--- src/rtl/otter_fetch_pkg.sv ---
// Shared types and constants for the OTTER instruction fetch stage.
package otter_fetch_pkg;

    typedef enum logic [1:0] {IDLE, FETCH, HOLD, DISCARD} fetch_state_t;

    localparam int unsigned INSTR_BYTES       = 4;
    localparam logic [31:0] DEFAULT_RESET_VEC = 32'h0;

    function automatic logic [31:0] align_word(input logic [31:0] addr);
        return {addr[31:2], 2'b00};
    endfunction

endpackage

--- src/rtl/otter_fetch_unit_if.sv ---
// Fetch-stage bus: redirect input, instruction-memory req/ack, decode valid/ready.
interface otter_fetch_unit_if;

    logic        REDIRECT;
    logic [31:0] REDIRECT_PC;
    logic        IMEM_REQ;
    logic [31:0] IMEM_ADDR;
    logic        IMEM_ACK;
    logic [31:0] IMEM_RDATA;
    logic        INSTR_VALID;
    logic        INSTR_READY;
    logic [31:0] INSTR;
    logic [31:0] INSTR_PC;
    logic [31:0] PC;

    modport master (
        input  REDIRECT, REDIRECT_PC, IMEM_ACK, IMEM_RDATA, INSTR_READY,
        output IMEM_REQ, IMEM_ADDR, INSTR_VALID, INSTR, INSTR_PC, PC
    );

    modport slave (
        output REDIRECT, REDIRECT_PC, IMEM_ACK, IMEM_RDATA, INSTR_READY,
        input  IMEM_REQ, IMEM_ADDR, INSTR_VALID, INSTR, INSTR_PC, PC
    );

endinterface

--- src/rtl/otter_pc_reg.sv ---
// Program counter: loads either PC+4 or the word-aligned redirect target.
module otter_pc_reg
    import otter_fetch_pkg::*;
#(
    parameter logic [31:0] RESET_VEC = DEFAULT_RESET_VEC
) (
    input  logic        clk,
    input  logic        rst,
    input  logic        load,
    input  logic        sel_redirect,
    input  logic [31:0] redirect_pc,
    output logic [31:0] pc
);

    always_ff @(posedge clk or posedge rst) begin
        if (rst) begin
            pc <= RESET_VEC;
        end else if (load) begin
            pc <= sel_redirect ? align_word(redirect_pc) : pc + 32'(INSTR_BYTES);
        end
    end

endmodule

--- src/rtl/otter_fetch_unit.sv ---
// OTTER fetch stage: owns the PC, issues one outstanding imem request, and
// holds at most one fetched instruction for decode.
module otter_fetch_unit
    import otter_fetch_pkg::*;
#(
    parameter logic [31:0] RESET_VEC = DEFAULT_RESET_VEC
) (
    input  logic               CLK,
    input  logic               RST,
    otter_fetch_unit_if.master bus
);

    fetch_state_t state, next_state;

    logic [31:0] pc, target;
    logic        pc_load, pc_sel;
    logic        deliver, clear_valid, addr_load;
    logic [31:0] addr_next;
    logic [31:0] imem_addr_q, instr_q, instr_pc_q;
    logic        instr_valid_q;

    assign target = align_word(bus.REDIRECT_PC);

    otter_pc_reg #(.RESET_VEC(RESET_VEC)) u_pc (
        .clk          (CLK),
        .rst          (RST),
        .load         (pc_load),
        .sel_redirect (pc_sel),
        .redirect_pc  (bus.REDIRECT_PC),
        .pc           (pc)
    );

    always_ff @(posedge CLK or posedge RST) begin
        if (RST) state <= IDLE;
        else     state <= next_state;
    end

    always_comb begin
        next_state  = state;
        pc_load     = 1'b0;
        pc_sel      = 1'b0;
        deliver     = 1'b0;
        clear_valid = 1'b0;
        addr_load   = 1'b0;
        addr_next   = pc;
        case (state)
            IDLE: begin
                next_state = FETCH;
                addr_load  = 1'b1;
                if (bus.REDIRECT) begin
                    pc_load   = 1'b1;
                    pc_sel    = 1'b1;
                    addr_next = target;
                end
            end
            FETCH: begin
                if (bus.REDIRECT) begin
                    pc_load = 1'b1;
                    pc_sel  = 1'b1;
                    if (bus.IMEM_ACK) begin
                        addr_load = 1'b1;
                        addr_next = target;
                    end else begin
                        next_state = DISCARD;
                    end
                end else if (bus.IMEM_ACK) begin
                    deliver    = 1'b1;
                    pc_load    = 1'b1;
                    next_state = HOLD;
                end
            end
            HOLD: begin
                if (bus.REDIRECT) begin
                    clear_valid = 1'b1;
                    pc_load     = 1'b1;
                    pc_sel      = 1'b1;
                    addr_load   = 1'b1;
                    addr_next   = target;
                    next_state  = FETCH;
                end else if (instr_valid_q && bus.INSTR_READY) begin
                    clear_valid = 1'b1;
                    addr_load   = 1'b1;
                    next_state  = FETCH;
                end
            end
            DISCARD: begin
                if (bus.REDIRECT) begin
                    pc_load = 1'b1;
                    pc_sel  = 1'b1;
                end
                // A redirect coinciding with the stale ack must bypass the PC register.
                if (bus.IMEM_ACK) begin
                    addr_load  = 1'b1;
                    addr_next  = bus.REDIRECT ? target : pc;
                    next_state = FETCH;
                end
            end
        endcase
    end

    always_ff @(posedge CLK or posedge RST) begin
        if (RST) begin
            imem_addr_q   <= RESET_VEC;
            instr_valid_q <= 1'b0;
            instr_q       <= '0;
            instr_pc_q    <= '0;
        end else begin
            if (addr_load) imem_addr_q <= addr_next;
            if (deliver) begin
                instr_valid_q <= 1'b1;
                instr_q       <= bus.IMEM_RDATA;
                instr_pc_q    <= imem_addr_q;
            end else if (clear_valid) begin
                instr_valid_q <= 1'b0;
            end
        end
    end

    assign bus.IMEM_REQ    = (state == FETCH) || (state == DISCARD);
    assign bus.IMEM_ADDR   = imem_addr_q;
    assign bus.INSTR_VALID = instr_valid_q;
    assign bus.INSTR       = instr_q;
    assign bus.INSTR_PC    = instr_pc_q;
    assign bus.PC          = pc;

endmodule

--- src/flat_wrapper.sv ---
// flat-port wrapper written by rule: the top's interface ports become plain ports
module otter_fetch_unit_flat import otter_fetch_pkg::*;
#(
    parameter logic [31:0] RESET_VEC = DEFAULT_RESET_VEC
)
  (CLK, RST, bus_REDIRECT, bus_REDIRECT_PC, bus_IMEM_ACK, bus_IMEM_RDATA, bus_INSTR_READY, bus_IMEM_REQ, bus_IMEM_ADDR, bus_INSTR_VALID, bus_INSTR, bus_INSTR_PC, bus_PC);
  otter_fetch_unit_if bus_i ();
  input  logic CLK;
  input  logic RST;
  input wire logic [$bits(bus_i.REDIRECT)-1:0] bus_REDIRECT;
  input wire logic [$bits(bus_i.REDIRECT_PC)-1:0] bus_REDIRECT_PC;
  input wire logic [$bits(bus_i.IMEM_ACK)-1:0] bus_IMEM_ACK;
  input wire logic [$bits(bus_i.IMEM_RDATA)-1:0] bus_IMEM_RDATA;
  input wire logic [$bits(bus_i.INSTR_READY)-1:0] bus_INSTR_READY;
  output wire logic [$bits(bus_i.IMEM_REQ)-1:0] bus_IMEM_REQ;
  output wire logic [$bits(bus_i.IMEM_ADDR)-1:0] bus_IMEM_ADDR;
  output wire logic [$bits(bus_i.INSTR_VALID)-1:0] bus_INSTR_VALID;
  output wire logic [$bits(bus_i.INSTR)-1:0] bus_INSTR;
  output wire logic [$bits(bus_i.INSTR_PC)-1:0] bus_INSTR_PC;
  output wire logic [$bits(bus_i.PC)-1:0] bus_PC;
  assign bus_i.REDIRECT = bus_REDIRECT;
  assign bus_i.REDIRECT_PC = bus_REDIRECT_PC;
  assign bus_i.IMEM_ACK = bus_IMEM_ACK;
  assign bus_i.IMEM_RDATA = bus_IMEM_RDATA;
  assign bus_i.INSTR_READY = bus_INSTR_READY;
  assign bus_IMEM_REQ = bus_i.IMEM_REQ;
  assign bus_IMEM_ADDR = bus_i.IMEM_ADDR;
  assign bus_INSTR_VALID = bus_i.INSTR_VALID;
  assign bus_INSTR = bus_i.INSTR;
  assign bus_INSTR_PC = bus_i.INSTR_PC;
  assign bus_PC = bus_i.PC;
  otter_fetch_unit #(.RESET_VEC(RESET_VEC)) u_core (.CLK(CLK), .RST(RST), .bus(bus_i));
endmodule
--- config.mk ---
export PLATFORM = sky130hd
export DESIGN_NAME = otter_fetch_unit_flat
export DESIGN_NICKNAME = d
export VERILOG_FILES = /design/src/rtl/otter_fetch_pkg.sv /design/src/rtl/otter_fetch_unit_if.sv /design/src/rtl/otter_pc_reg.sv /design/src/rtl/otter_fetch_unit.sv /design/src/flat_wrapper.sv
export SDC_FILE = /design/constraint.sdc
export NUM_CORES = 1
export LEC_CHECK = 0
export ABC_AREA = 1
export BUFFER_PORTS_ARGS = -buffer_cell sky130_fd_sc_hd__buf_4
export CAP_MARGIN = 40
export CORE_UTILIZATION = 29
export DETAILED_ROUTE_END_ITERATION = 6
export PLACE_DENSITY = 0.56
export REMOVE_ABC_BUFFERS = 1
export SETUP_SLACK_MARGIN = 0.4
export SYNTH_ARGS = -nofsm -noshare
export SYNTH_HDL_FRONTEND = slang
export SYNTH_SLANG_ARGS = --single-unit
--- constraint.sdc ---
create_clock -name CLK -period 5.58 [get_ports CLK]
set_clock_uncertainty 0.15 [all_clocks]
set_input_delay 1.116 -clock CLK [delete_from_list [all_inputs] [get_ports CLK]]
set_output_delay 1.116 -clock CLK [all_outputs]
set_load 0.01 [all_outputs]
==> impl_summary.log, run 1 <==
[metrics] post-detailed-route DRC marker count: 0
[metrics] Lkg Pwr: 4.47 nW
[metrics] critical path start-end classification: input port to register
[metrics] core box area: 0.0221 mm²
[metrics] wirelength, routed: 21.0 mm
[metrics] ratio of routed vias to standard cells: 4.62
[metrics] number of buffers created by CTS: 17
[metrics] Max rail drop VDD: 0.177 mV
[metrics] # rows: 54
[metrics] global-route wire length before repair: 33.6 mm
[metrics] Remaining Overflow, GRT: 0
[metrics] normalized max-slew margin: 0.496
[metrics] period utilisation layout: 0.586
[metrics] H-tree depth: 4
[metrics] sequential power share: 0.352
[metrics] DRT antenna net count: 0
[metrics] share of total power in the clock network: 0.244
[metrics] number of gates given a new drive strength after cts: 0
[metrics] total power consumption of the routed design: 4.51 mW
[metrics] die area: 0.0234 mm²
[metrics] Filler Cell Count: 2,336
[metrics] Worst EP arrival: 3470 ps
[metrics] setup repair after global routing missed its margin: false
[metrics] # hold bufs at CTS: 0
[metrics] minimum clock period: 3270 ps
[metrics] Clock Sink Count: 127
[metrics] n_diodes: 0
[metrics] most common cell after layout, fill and taps aside: nand2_1
[metrics] Synth Area per Inst: 7.37 µm²
[metrics] detail-routed net length per standard cell: 15.4 µm
[metrics] crit end category: register
[metrics] area growth from synthesis to layout: 33.2%
[metrics] category of the worst setup path launch point: input port
[metrics] global-route usage over all layers: 0.185
[metrics] TritonRoute pass-1 iters: 5
[metrics] number of DRC violations after detailed-routing iteration 0: 453
[metrics] status: finished, final reports clean
[metrics] critical path required time: 5780 ps
[metrics] hold crit path type: register to register
[metrics] half-perimeter wire length of the detailed placement result: 14.2 mm
[metrics] pin count of the biggest net entering global routing: 89
[metrics] I/O pin cnt: 199
[metrics] slew at the pin closest to its max-slew limit: 757 ps
[metrics] switching pwr: 1.72 mW
[metrics] gate count after technology mapping: 896
[metrics] max_cap viols: 0
[metrics] largest fanout of any net on the critical path: 49
[metrics] clock slew seen by the registers of the worst setup and hold paths: 50 ps
[metrics] number of warnings issued by yosys: 0
[metrics] number of antenna violations at the first check in global routing: 0
[metrics] post-CTS repair timing setup buffer count: 0
[metrics] PnR worst setup slack: 2310 ps
[metrics] part of the Yosys area used for sequential elements: 0.482
[metrics] clock network latency to the later pin of the worst-skew pair: 420 ps
[metrics] # port buffers: 194
[metrics] Mapped Area: 0.00660 mm²
[metrics] setup TNS: 0 ps
[metrics] Yosys cell types: 33
[metrics] leading cell types in the layout, fill and taps excluded: nand2_1 (334), buf_4 (198), dfrtp_1 (127), o21ai_0 (92), inv_1 (81)
[metrics] Cell Pwr Density: 513 mW/mm²
[metrics] Seq cells post-synth: 127
[metrics] Net Sw Frac: 0.380
[metrics] via count: 6,274
[metrics] post-route design area: 0.00879 mm²
[metrics] Worst Setup Slack post-DPL: 1810 ps
[metrics] final hold viol count: 0
[metrics] Die Height: 153 µm
[metrics] die width: 153 µm
[metrics] Clock Tree Root: clkbuf_16
[metrics] Logic pwr share: 0.404
[metrics] Hold Worst Slack: 326 ps
[metrics] fraction of final layout cells with drive strength greater than 1: 0.231
[metrics] achievable clock frequency: 306 MHz
[metrics] via count of the first global-routing pass: 6,016
[metrics] Longest Clk Path Bufs: 2
[metrics] Placement Cell Area: 0.00822 mm²
[metrics] final max-slew violation count: 0
[metrics] RePlAce Congestion: 0.778
[metrics] CTS tree: built
[metrics] cell-internal power: 2.79 mW
[metrics] setup violators final: 0
[metrics] Initial Util: 0.299
[metrics] number of nets in the finished design: 1,137
==> kinds of logic after synthesis <==
group | count (synthesis) | synth area share
AO/OA/AOI/OAI | 165 | 0.140
adder cells (fa/ha/maj) | 1 | 0.00190
buffers and inverters | 135 | 0.0906
flip-flops | 127 | 0.482
multiplexers | 1 | 0.00152
other | 1 | 0.000568
AND/OR/NAND/NOR | 466 | 0.284
==> critical path: stages <==
cell and delay (ps):
buf_4 260, inv_2 540, nand2_4 450, inv_2 690
nand2_1 210, nand2_1 110
==> cells in the mapped netlist (all sizes together) <==
cell | instances | share of area
nor2 | 71 | 0.043
inv | 86 | 0.049
a22oi | 1 | 0.0011
a21oi | 13 | 0.0099
clkbuf | 15 | 0.0089
o311ai | 1 | 0.0013
dfrtp | 127 | 0.48
nor3 | 4 | 0.0038
ha | 1 | 0.0019
a21boi | 3 | 0.0034
nor3b | 1 | 0.0011
nand4 | 6 | 0.0057
mux2i | 1 | 0.0015
nand3b | 2 | 0.0023
o21ai | 108 | 0.084
nand2 | 341 | 0.20
conb | 1 | 0.00057
nand3 | 41 | 0.031
o211ai | 19 | 0.022
o22ai | 18 | 0.017
buf | 34 | 0.033
a31oi | 2 | 0.0019
==> registers in the layout, indices dropped and copies added (netlist names) <==
register,count
u_core.bus.INSTR,32
u_core.bus.IMEM_ADDR,31
u_core.bus.INSTR_PC,31
u_core.u_pc.pc,30
u_core.state,2
u_core.bus.INSTR_VALID,1
==> cell type report <==
type	instances	area (µm²)	area share
well taps	280	350	0.0399
clock buffers	19	453	0.0515
multi-input cells	635	2830	0.322
flip-flops and latches	127	3180	0.362
repair buffers	200	1530	0.175
inverters	86	328	0.0373
clock inverters	12	119	0.0135
==> power groups by stage <==
stage | registers [mW] | clock network (mW) | logic, mW
after floorplan | 1.76 | 0 | 0.703
after global placement | 1.60 | 0 | 1.82
after detailed placement | 1.60 | 0 | 1.84
after CTS | 1.59 | 1.13 | 1.85
after global routing | 1.65 | 1.17 | 2.04
final | 1.59 | 1.10 | 1.82
==> metrics by stage <==
step | std cells | util
after floorplan | 848 | -
final | 1359 | 0.398
after global routing | 1359 | 0.398
after global placement | 1327 | 0.371
after CTS | 1359 | 0.398
after detailed placement | 1328 | 0.372
==> per-layer routing <==
layer / GRT usage / vias up / wire length [µm]
met1: 0.245 / 2863 / 10100
met4: 0.0447 / 0 / 201
met5: 0 / - / 0
met2: 0.301 / 187 / 9360
li1: - / 3206 / -
met3: 0.0471 / 18 / 1290
==> final timing paths <==
check / startpoint / end / slack, ps / depth (start not counted)
worst max-delay path: bus_REDIRECT / u_core.bus.INSTR[5]$_DFFE_PP0P_ / 2310 / 6
worst min-delay path: u_core.bus.INSTR[23]$_DFFE_PP0P_ / u_core.bus.INSTR[23]$_DFFE_PP0P_ / 330 / 2
worst max register to register: u_core.state[0]$_DFFE_PP0P_ / u_core.bus.IMEM_ADDR[13]$_DFFE_PP0P_ / 3120 / 6
worst min register to register: u_core.bus.INSTR[23]$_DFFE_PP0P_ / u_core.bus.INSTR[23]$_DFFE_PP0P_ / 330 / 2
max in group asynchronous: RST / u_core.bus.IMEM_ADDR[22]$_DFFE_PP0P_ / 3680 / 4
min in group asynchronous: RST / u_core.bus.INSTR[9]$_DFFE_PP0P_ / 410 / 2
(Power assumes the default switching activity.)
==> run 2: changes to the inputs <==
==> constraint.sdc (replaced) <==
create_clock -name CLK -period 3.3 [get_ports CLK]
set_clock_uncertainty 0.15 [all_clocks]
set_input_delay 0.66 -clock CLK [delete_from_list [all_inputs] [get_ports CLK]]
set_output_delay 0.66 -clock CLK [all_outputs]
set_load 0.01 [all_outputs]
==> impl_summary.log, run 2 (synthesis results as in run 1) <==
[metrics] status: finished, final reports clean (unchanged)
[metrics] Net Sw Frac: 0.375 (was 0.380)
[metrics] normalized max-slew margin: 0.533 (was 0.496)
[metrics] achievable clock frequency: 456 MHz
[metrics] total power consumption of the routed design: 7.77 mW (was 4.51 mW)
[metrics] post-detailed-route DRC marker count: 0 (unchanged)
[metrics] cell count after placement: 1,336 (was 1,328)
[metrics] hold crit path type: input port to async pin (was register to register)
[metrics] # hold bufs at CTS: 0 (unchanged)
[metrics] I/O pin cnt: 199 (unchanged)
[metrics] number of flip-flops in the largest register: 32 (unchanged)
[metrics] number of buffers created by CTS: 17 (unchanged)
[metrics] pin count of the biggest net entering global routing: 71 (was 89)
[metrics] die width: 153 µm (unchanged)
[metrics] cell-internal power: 4.86 mW (was 2.79 mW)
[metrics] category of the worst setup path launch point: register (was input port)
[metrics] clock network latency to the later pin of the worst-skew pair: 420 ps (about the same)
[metrics] PnR worst setup slack: 1110 ps (was 2310 ps)
[metrics] number of nets in the finished design: 1,145 (was 1,137)
[metrics] post-route design area: 0.00888 mm² (was 0.00879 mm²)
[metrics] share of total power in the clock network: 0.256 (was 0.244)
[metrics] switching pwr: 2.91 mW (was 1.72 mW)
[metrics] number of gates given a new drive strength after cts: 0 (unchanged)
[metrics] period utilisation layout: 0.664
[metrics] post-CTS repair timing setup buffer count: 0 (unchanged)
[metrics] Logic pwr share: 0.397 (was 0.404)
[metrics] sequential power share: 0.347 (was 0.352)
[metrics] ratio of routed vias to standard cells: 4.68 (was 4.62)
[metrics] Clock Sink Count: 127 (unchanged)
[metrics] Critical path buffers and inverters: 4 (was 3)
[metrics] Remaining Overflow, GRT: 0 (unchanged)
[metrics] TritonRoute pass-1 iters: 5 (unchanged)
[metrics] RePlAce Congestion: 0.791 (was 0.778)
[metrics] Filler Cell Count: 2,333 (was 2,336)
[metrics] reg-to-reg slack, setup: 1110 ps (was 3120 ps)
[metrics] slew at the pin closest to its max-slew limit: 701 ps (was 757 ps)
[metrics] die area: 0.0234 mm² (unchanged)
[metrics] Placement Cell Area: 0.00826 mm² (was 0.00822 mm²)
[metrics] final hold viol count: 0 (unchanged)
[metrics] half-perimeter wire length of the detailed placement result: 15.1 mm (was 14.2 mm)
[metrics] number of DRC violations after detailed-routing iteration 0: 366 (was 453)
[metrics] core box area: 0.0221 mm² (unchanged)
[metrics] total area of multi-input combinational cells: 0.00283 mm² (unchanged)
[metrics] minimum clock period: 2190 ps
[metrics] number of antenna violations at the first check in global routing: 0 (unchanged)
[metrics] wirelength, routed: 21.2 mm (was 21.0 mm)
[metrics] critical path start-end classification: register to register (was input port to register)
[metrics] largest fanout of any net on the critical path: 35 (was 49)
[metrics] # rows: 54 (unchanged)
[metrics] setup TNS: 0 ps (unchanged)
[metrics] Initial Util: 0.299 (unchanged)
[metrics] number of cells in the finished layout apart from fillers: 1,368 (was 1,359)
[metrics] critical path required time: 3500 ps (was 5780 ps)
[metrics] global-route usage over all layers: 0.186 (was 0.185)
[metrics] CTS tree: built (unchanged)
[metrics] Worst Setup Slack post-DPL: 763 ps (was 1810 ps)
[metrics] detail-routed net length per standard cell: 15.5 µm (was 15.4 µm)
[metrics] standard cell with the maximum stage delay on the critical path: inv_2 (unchanged)
[metrics] clock slew seen by the registers of the worst setup and hold paths: 60 ps (was 50 ps)
[metrics] Lkg Pwr: 4.51 nW (was 4.47 nW)
[metrics] setup repair after global routing missed its margin: false (unchanged)
[metrics] Clock Tree Root: clkbuf_16 (unchanged)
[metrics] Sequential cell area: 0.00318 mm² (unchanged)
[metrics] highest cell delay on the worst timing path: 530 ps (was 690 ps)
[metrics] via count: 6,405 (was 6,274)
[metrics] Longest Clk Path Bufs: 2 (unchanged)
[metrics] Top Family by Delay on Critical Path: buffers and inverters (unchanged)
[metrics] final max-slew violation count: 0 (unchanged)
[metrics] fraction of final layout cells with drive strength greater than 1: 0.236 (was 0.231)
[metrics] setup violators final: 0 (unchanged)
[metrics] CP Cell Sequence: buf_4 > nand2_2 > inv_1 > nand2_2 > inv_2 > nand2_4 > inv_2 > nand2_1 > nand2_1 (was buf_4 > inv_2 > nand2_4 > inv_2 > nand2_1 > nand2_1)
[metrics] n_diodes: 0 (unchanged)
[metrics] leading cell types in the layout, fill and taps excluded: nand2_1 (334), buf_4 (207), dfrtp_1 (127), o21ai_0 (92), inv_1 (81) (was nand2_1 (334), buf_4 (198), dfrtp_1 (127), o21ai_0 (92), inv_1 (81))
[metrics] crit end category: register (unchanged)
[metrics] Die Height: 153 µm (unchanged)
[metrics] Cell Pwr Density: 875 mW/mm² (was 513 mW/mm²)
[metrics] Max rail drop VDD: 0.339 mV (was 0.177 mV)
[metrics] DRT antenna net count: 0 (unchanged)
[metrics] most common cell after layout, fill and taps aside: nand2_1 (unchanged)
[metrics] global-route wire length before repair: 34.2 mm (was 33.6 mm)
[metrics] max_cap viols: 0 (unchanged)
[metrics] via count of the first global-routing pass: 6,246 (was 6,016)
[metrics] Worst EP arrival: 2390 ps (was 3470 ps)
[metrics] area growth from synthesis to layout: 34.5% (was 33.2%)
[metrics] # port buffers: 194 (unchanged)
[metrics] H-tree depth: 4 (unchanged)
-- run 2: cell types whose count changed in the layout (fill, tap and decap cells not counted) --
cell / previous run / this run
clkinv_2: 7 / 4
clkbuf_8: 2 / 4
clkbuf_1: 0 / 1
buf_16: 1 / 0
bufinv_16: 2 / 3
buf_4: 198 / 207
-- run 2: path summary, 6_finish.rpt --
| path | endpoint | cells after the start | from |
|---|---|---|---|
| max in group asynchronous | u_core.bus.IMEM_ADDR[7]$_DFFE_PP0P_ | 3 | RST |
| worst min register to register | u_core.bus.INSTR[3]$_DFFE_PP0P_ | 2 | u_core.bus.INSTR[3]$_DFFE_PP0P_ |
| worst max register to register | u_core.bus.INSTR[5]$_DFFE_PP0P_ | 9 | u_core.state[0]$_DFFE_PP0P_ |
| min in group CLK | u_core.bus.INSTR[10]$_DFFE_PP0P_ | 3 | bus_IMEM_RDATA[10] |
| worst max-delay path | u_core.bus.INSTR[5]$_DFFE_PP0P_ | 9 | u_core.state[0]$_DFFE_PP0P_ |
| worst min-delay path | u_core.bus.INSTR[9]$_DFFE_PP0P_ | 2 | RST |
-- run 2: metal layers --
layer  part of all wire  global-route usage
met5                  0                   0
met4              0.013              0.0491
met3              0.058              0.0459
met2               0.45               0.299
met1               0.48               0.250
-- run 2: cell type report --
type,instances,share of cell area
Clock buffer,22,0.0546
Tap cell,280,0.0395
Timing Repair Buffer,208,0.177
Sequential cell,127,0.358
Multi-Input combinational cell,635,0.319
Inverter,86,0.0369
Clock inverter,10,0.0151
-- run 2: through the flow --
step,utilization,hold WS [ps]
2_1_floorplan,-,343
4_1_cts,0.402,221
6_report,0.402,190
5_1_grt,0.402,256
3_3_place_gp,0.374,313
3_5_place_dp,0.374,318
-- run 2: power by group through the flow --
stage	logic (mW)	registers [mW]	clock network [mW]
final	3.09	2.70	1.99
after global placement	3.09	2.71	0
after CTS	3.14	2.70	2.03
after global routing	3.45	2.81	2.10
after detailed placement	3.13	2.72	0
after floorplan	1.19	2.98	0
==> run 3: changes to the inputs <==
==> constraint.sdc (replaced) <==
create_clock -name CLK -period 2.1 [get_ports CLK]
set_clock_uncertainty 0.15 [all_clocks]
set_input_delay 0.42 -clock CLK [delete_from_list [all_inputs] [get_ports CLK]]
set_output_delay 0.42 -clock CLK [all_outputs]
set_load 0.01 [all_outputs]
==> impl_summary.log, run 3 (synthesis results as in run 1) <==
[metrics] n_diodes: 0 (unchanged)
[metrics] Clock Tree Root: clkbuf_16 (unchanged)
[metrics] wirelength, routed: 22.5 mm (was 21.2 mm)
[metrics] number of nets in the finished design: 1,185 (was 1,145)
[metrics] final hold viol count: 0 (unchanged)
[metrics] total power consumption of the routed design: 13.0 mW (was 7.77 mW)
[metrics] H-tree depth: 4 (unchanged)
[metrics] leading cell types in the layout, fill and taps excluded: nand2_1 (329), buf_4 (226), dfrtp_1 (112), o21ai_0 (85), inv_1 (77) (was nand2_1 (334), buf_4 (207), dfrtp_1 (127), o21ai_0 (92), inv_1 (81))
[metrics] number of buffers created by CTS: 17 (unchanged)
[metrics] Longest Clk Path Bufs: 2 (unchanged)
[metrics] Worst Setup Slack post-DPL: 30.9 ps (was 763 ps)
[metrics] number of antenna violations at the first check in global routing: 0 (unchanged)
[metrics] category of the worst setup path launch point: register (unchanged)
[metrics] achievable clock frequency: 574 MHz
[metrics] critical path required time: 1530 ps (was 3500 ps)
[metrics] max_cap viols: 0 (unchanged)
[metrics] reg-to-reg slack, setup: 370 ps (was 1110 ps)
[metrics] I/O pin cnt: 199 (unchanged)
[metrics] cell count of the worst reg-to-reg path: 7 (was 9)
[metrics] die width: 153 µm (unchanged)
[metrics] crit end category: output port (was register)
[metrics] detail-routed net length per standard cell: 16.0 µm (was 15.5 µm)
[metrics] # port buffers: 194 (unchanged)
[metrics] Cell Pwr Density: 1350 mW/mm² (was 875 mW/mm²)
[metrics] Clock Sink Count: 127 (unchanged)
[metrics] final max-slew violation count: 0 (unchanged)
[metrics] clock slew seen by the registers of the worst setup and hold paths: 70 ps (was 60 ps)
[metrics] minimum clock period: 1740 ps
[metrics] via count: 6,682 (was 6,405)
[metrics] CP Cell Sequence: buf_8 > buf_6 (was buf_4 > nand2_2 > inv_1 > nand2_2 > inv_2 > nand2_4 > inv_2 > nand2_1 > nand2_1)
[metrics] number of flip-flops in the largest register: 32 (unchanged)
[metrics] Lkg Pwr: 4.82 nW (was 4.51 nW)
[metrics] core box area: 0.0221 mm² (unchanged)
[metrics] DRT antenna net count: 0 (unchanged)
[metrics] Worst setup startpoint: u_core.state[0]$_DFFE_PP0P_ (unchanged)
[metrics] Worst EP arrival: 1170 ps (was 2390 ps)
[metrics] setup repair after global routing missed its margin: true (was false)
[metrics] Die Height: 153 µm (unchanged)
[metrics] half-perimeter wire length of the detailed placement result: 15.4 mm (was 15.1 mm)
[metrics] most common cell after layout, fill and taps aside: nand2_1 (unchanged)
[metrics] via count of the first global-routing pass: 6,314 (was 6,246)
[metrics] period utilisation layout: 0.830
[metrics] pin count of the biggest net entering global routing: 46 (was 71)
[metrics] clock network latency to the later pin of the worst-skew pair: 420 ps (about the same)
[metrics] die area: 0.0234 mm² (unchanged)
[metrics] FF-to-FF Start: u_core.state[0]$_DFFE_PP0P_ (unchanged)
[metrics] Initial Util: 0.299 (unchanged)
[metrics] largest fanout of any net on the critical path: 6 (was 35)
[metrics] hold crit path type: input port to register (was input port to async pin)
[metrics] critical path start-end classification: register to output port (was register to register)
[metrics] post-detailed-route DRC marker count: 0 (unchanged)
[metrics] RePlAce Congestion: 0.828 (was 0.791)
[metrics] endpoint of the worst setup timing path: bus_IMEM_REQ (was u_core.bus.INSTR[5]$_DFFE_PP0P_)
[metrics] number of DRC violations after detailed-routing iteration 0: 510 (was 366)
[metrics] status: finished, final reports clean (unchanged)
[metrics] Filler Cell Count: 2,249 (was 2,333)
[metrics] terminus of the critical flop-to-flop path: u_core.bus.IMEM_ADDR[4]$_DFFE_PP0P_ (was u_core.bus.INSTR[5]$_DFFE_PP0P_)
[metrics] ratio of routed vias to standard cells: 4.75 (was 4.68)
[metrics] CTS tree: built (unchanged)
[metrics] setup violators final: 0 (unchanged)
[metrics] fraction of final layout cells with drive strength greater than 1: 0.307 (was 0.236)
[metrics] global-route usage over all layers: 0.191 (was 0.186)
[metrics] standard cell with the maximum stage delay on the critical path: dfrtp_2 (was inv_2)
[metrics] TritonRoute pass-1 iters: 6 (was 5)
[metrics] Remaining Overflow, GRT: 0 (unchanged)
[metrics] global-route wire length before repair: 34.9 mm (was 34.2 mm)
[metrics] highest cell delay on the worst timing path: 480 ps (was 530 ps)
[metrics] area growth from synthesis to layout: 46.0% (was 34.5%)
[metrics] Max rail drop VDD: 0.544 mV (was 0.339 mV)
[metrics] PnR worst setup slack: 357 ps (was 1110 ps)
[metrics] # rows: 54 (unchanged)
[run 3: cell count changes in the layout (fill, tap and decap cells not counted), sizes merged]
cell	before	now
clkinvlp	2	3
dlygate4sd3	0	1
buf	208	243
clkinv	5	7
o21ai	108	109
[run 3: area by class of cell]
type / instances / area, µm² / share of cell area
clock inverters: 13 / 161 / 0.0168
inverters: 86 / 345 / 0.0358
repair buffers: 247 / 2070 / 0.215
clock buffers: 19 / 453 / 0.0470
multi-input cells: 636 / 3060 / 0.318
well taps: 280 / 350 / 0.0364
flip-flops and latches: 127 / 3200 / 0.332
[run 3: repair_timing]
item	4_1_cts	5_1_grt
buffers inserted	9	14
hold endpoints to repair	42	0
setup endpoints to repair	89	126
resized for setup	30	76
gates cloned	1	3
pin swaps	2	19
hold buffers	1	0
[run 3: how the worst min path moves through the flow]
stage	startpoint	end	cells past startpoint	slack, ps
global route	bus_IMEM_RDATA[13]	u_core.bus.INSTR[13]$_DFFE_PP0P_	3	40
global placement	u_core.bus.INSTR[23]$_DFFE_PP0P_	u_core.bus.INSTR[23]$_DFFE_PP0P_	2	310
CTS	bus_IMEM_RDATA[6]	u_core.bus.INSTR[6]$_DFFE_PP0P_	3	30
finish	bus_IMEM_RDATA[6]	u_core.bus.INSTR[6]$_DFFE_PP0P_	3	50
floorplan	u_core.state[1]$_DFFE_PP0P_	u_core.state[1]$_DFFE_PP0P_	2	340
detailed placement	u_core.bus.INSTR[11]$_DFFE_PP0P_	u_core.bus.INSTR[11]$_DFFE_PP0P_	2	320
[run 3: stage by stage]
| stage | instance area [µm²] | cells | util | hold slack (ps) | TNS [ps] |
|---|---|---|---|---|---|
| 6_report | 9630 | 1408 | 0.436 | 49.1 | 0 |
| 5_1_grt | 9630 | 1408 | 0.436 | 41.7 | 0 |
| 4_1_cts | 9190 | 1391 | 0.416 | 33.7 | 0 |
| 3_5_place_dp | 8390 | 1348 | 0.380 | 317 | 0 |
| 3_3_place_gp | 8390 | 1348 | 0.380 | 312 | 0 |
| 2_1_floorplan | 6330 | 848 | - | 343 | -280640 |
[run 3: report_power, final]
part | leakage, nW | internal (mW) | total [mW] | switching, mW
combinational | 2.96 | 2.61 | 5.58 | 2.96
clock | 0.303 | 1.94 | 3.11 | 1.18
sequential | 1.56 | 3.51 | 4.27 | 0.763
[run 3: routing by layer]
| metal | wire length [µm] | GRT usage | vias to the layer above |
|---|---|---|---|
| met5 | 0 | 0 | - |
| met4 | 289 | 0.0611 | 0 |
| met3 | 1530 | 0.0553 | 25 |
| met2 | 10200 | 0.292 | 259 |
| met1 | 10400 | 0.260 | 3091 |
| li1 | - | - | 3307 |
[run 3: critical path: cells and delay by family (launching register included)]
kind | cells | cell delay, ps
buffers and inverters | 2 | 270
flip-flops | 1 | 480
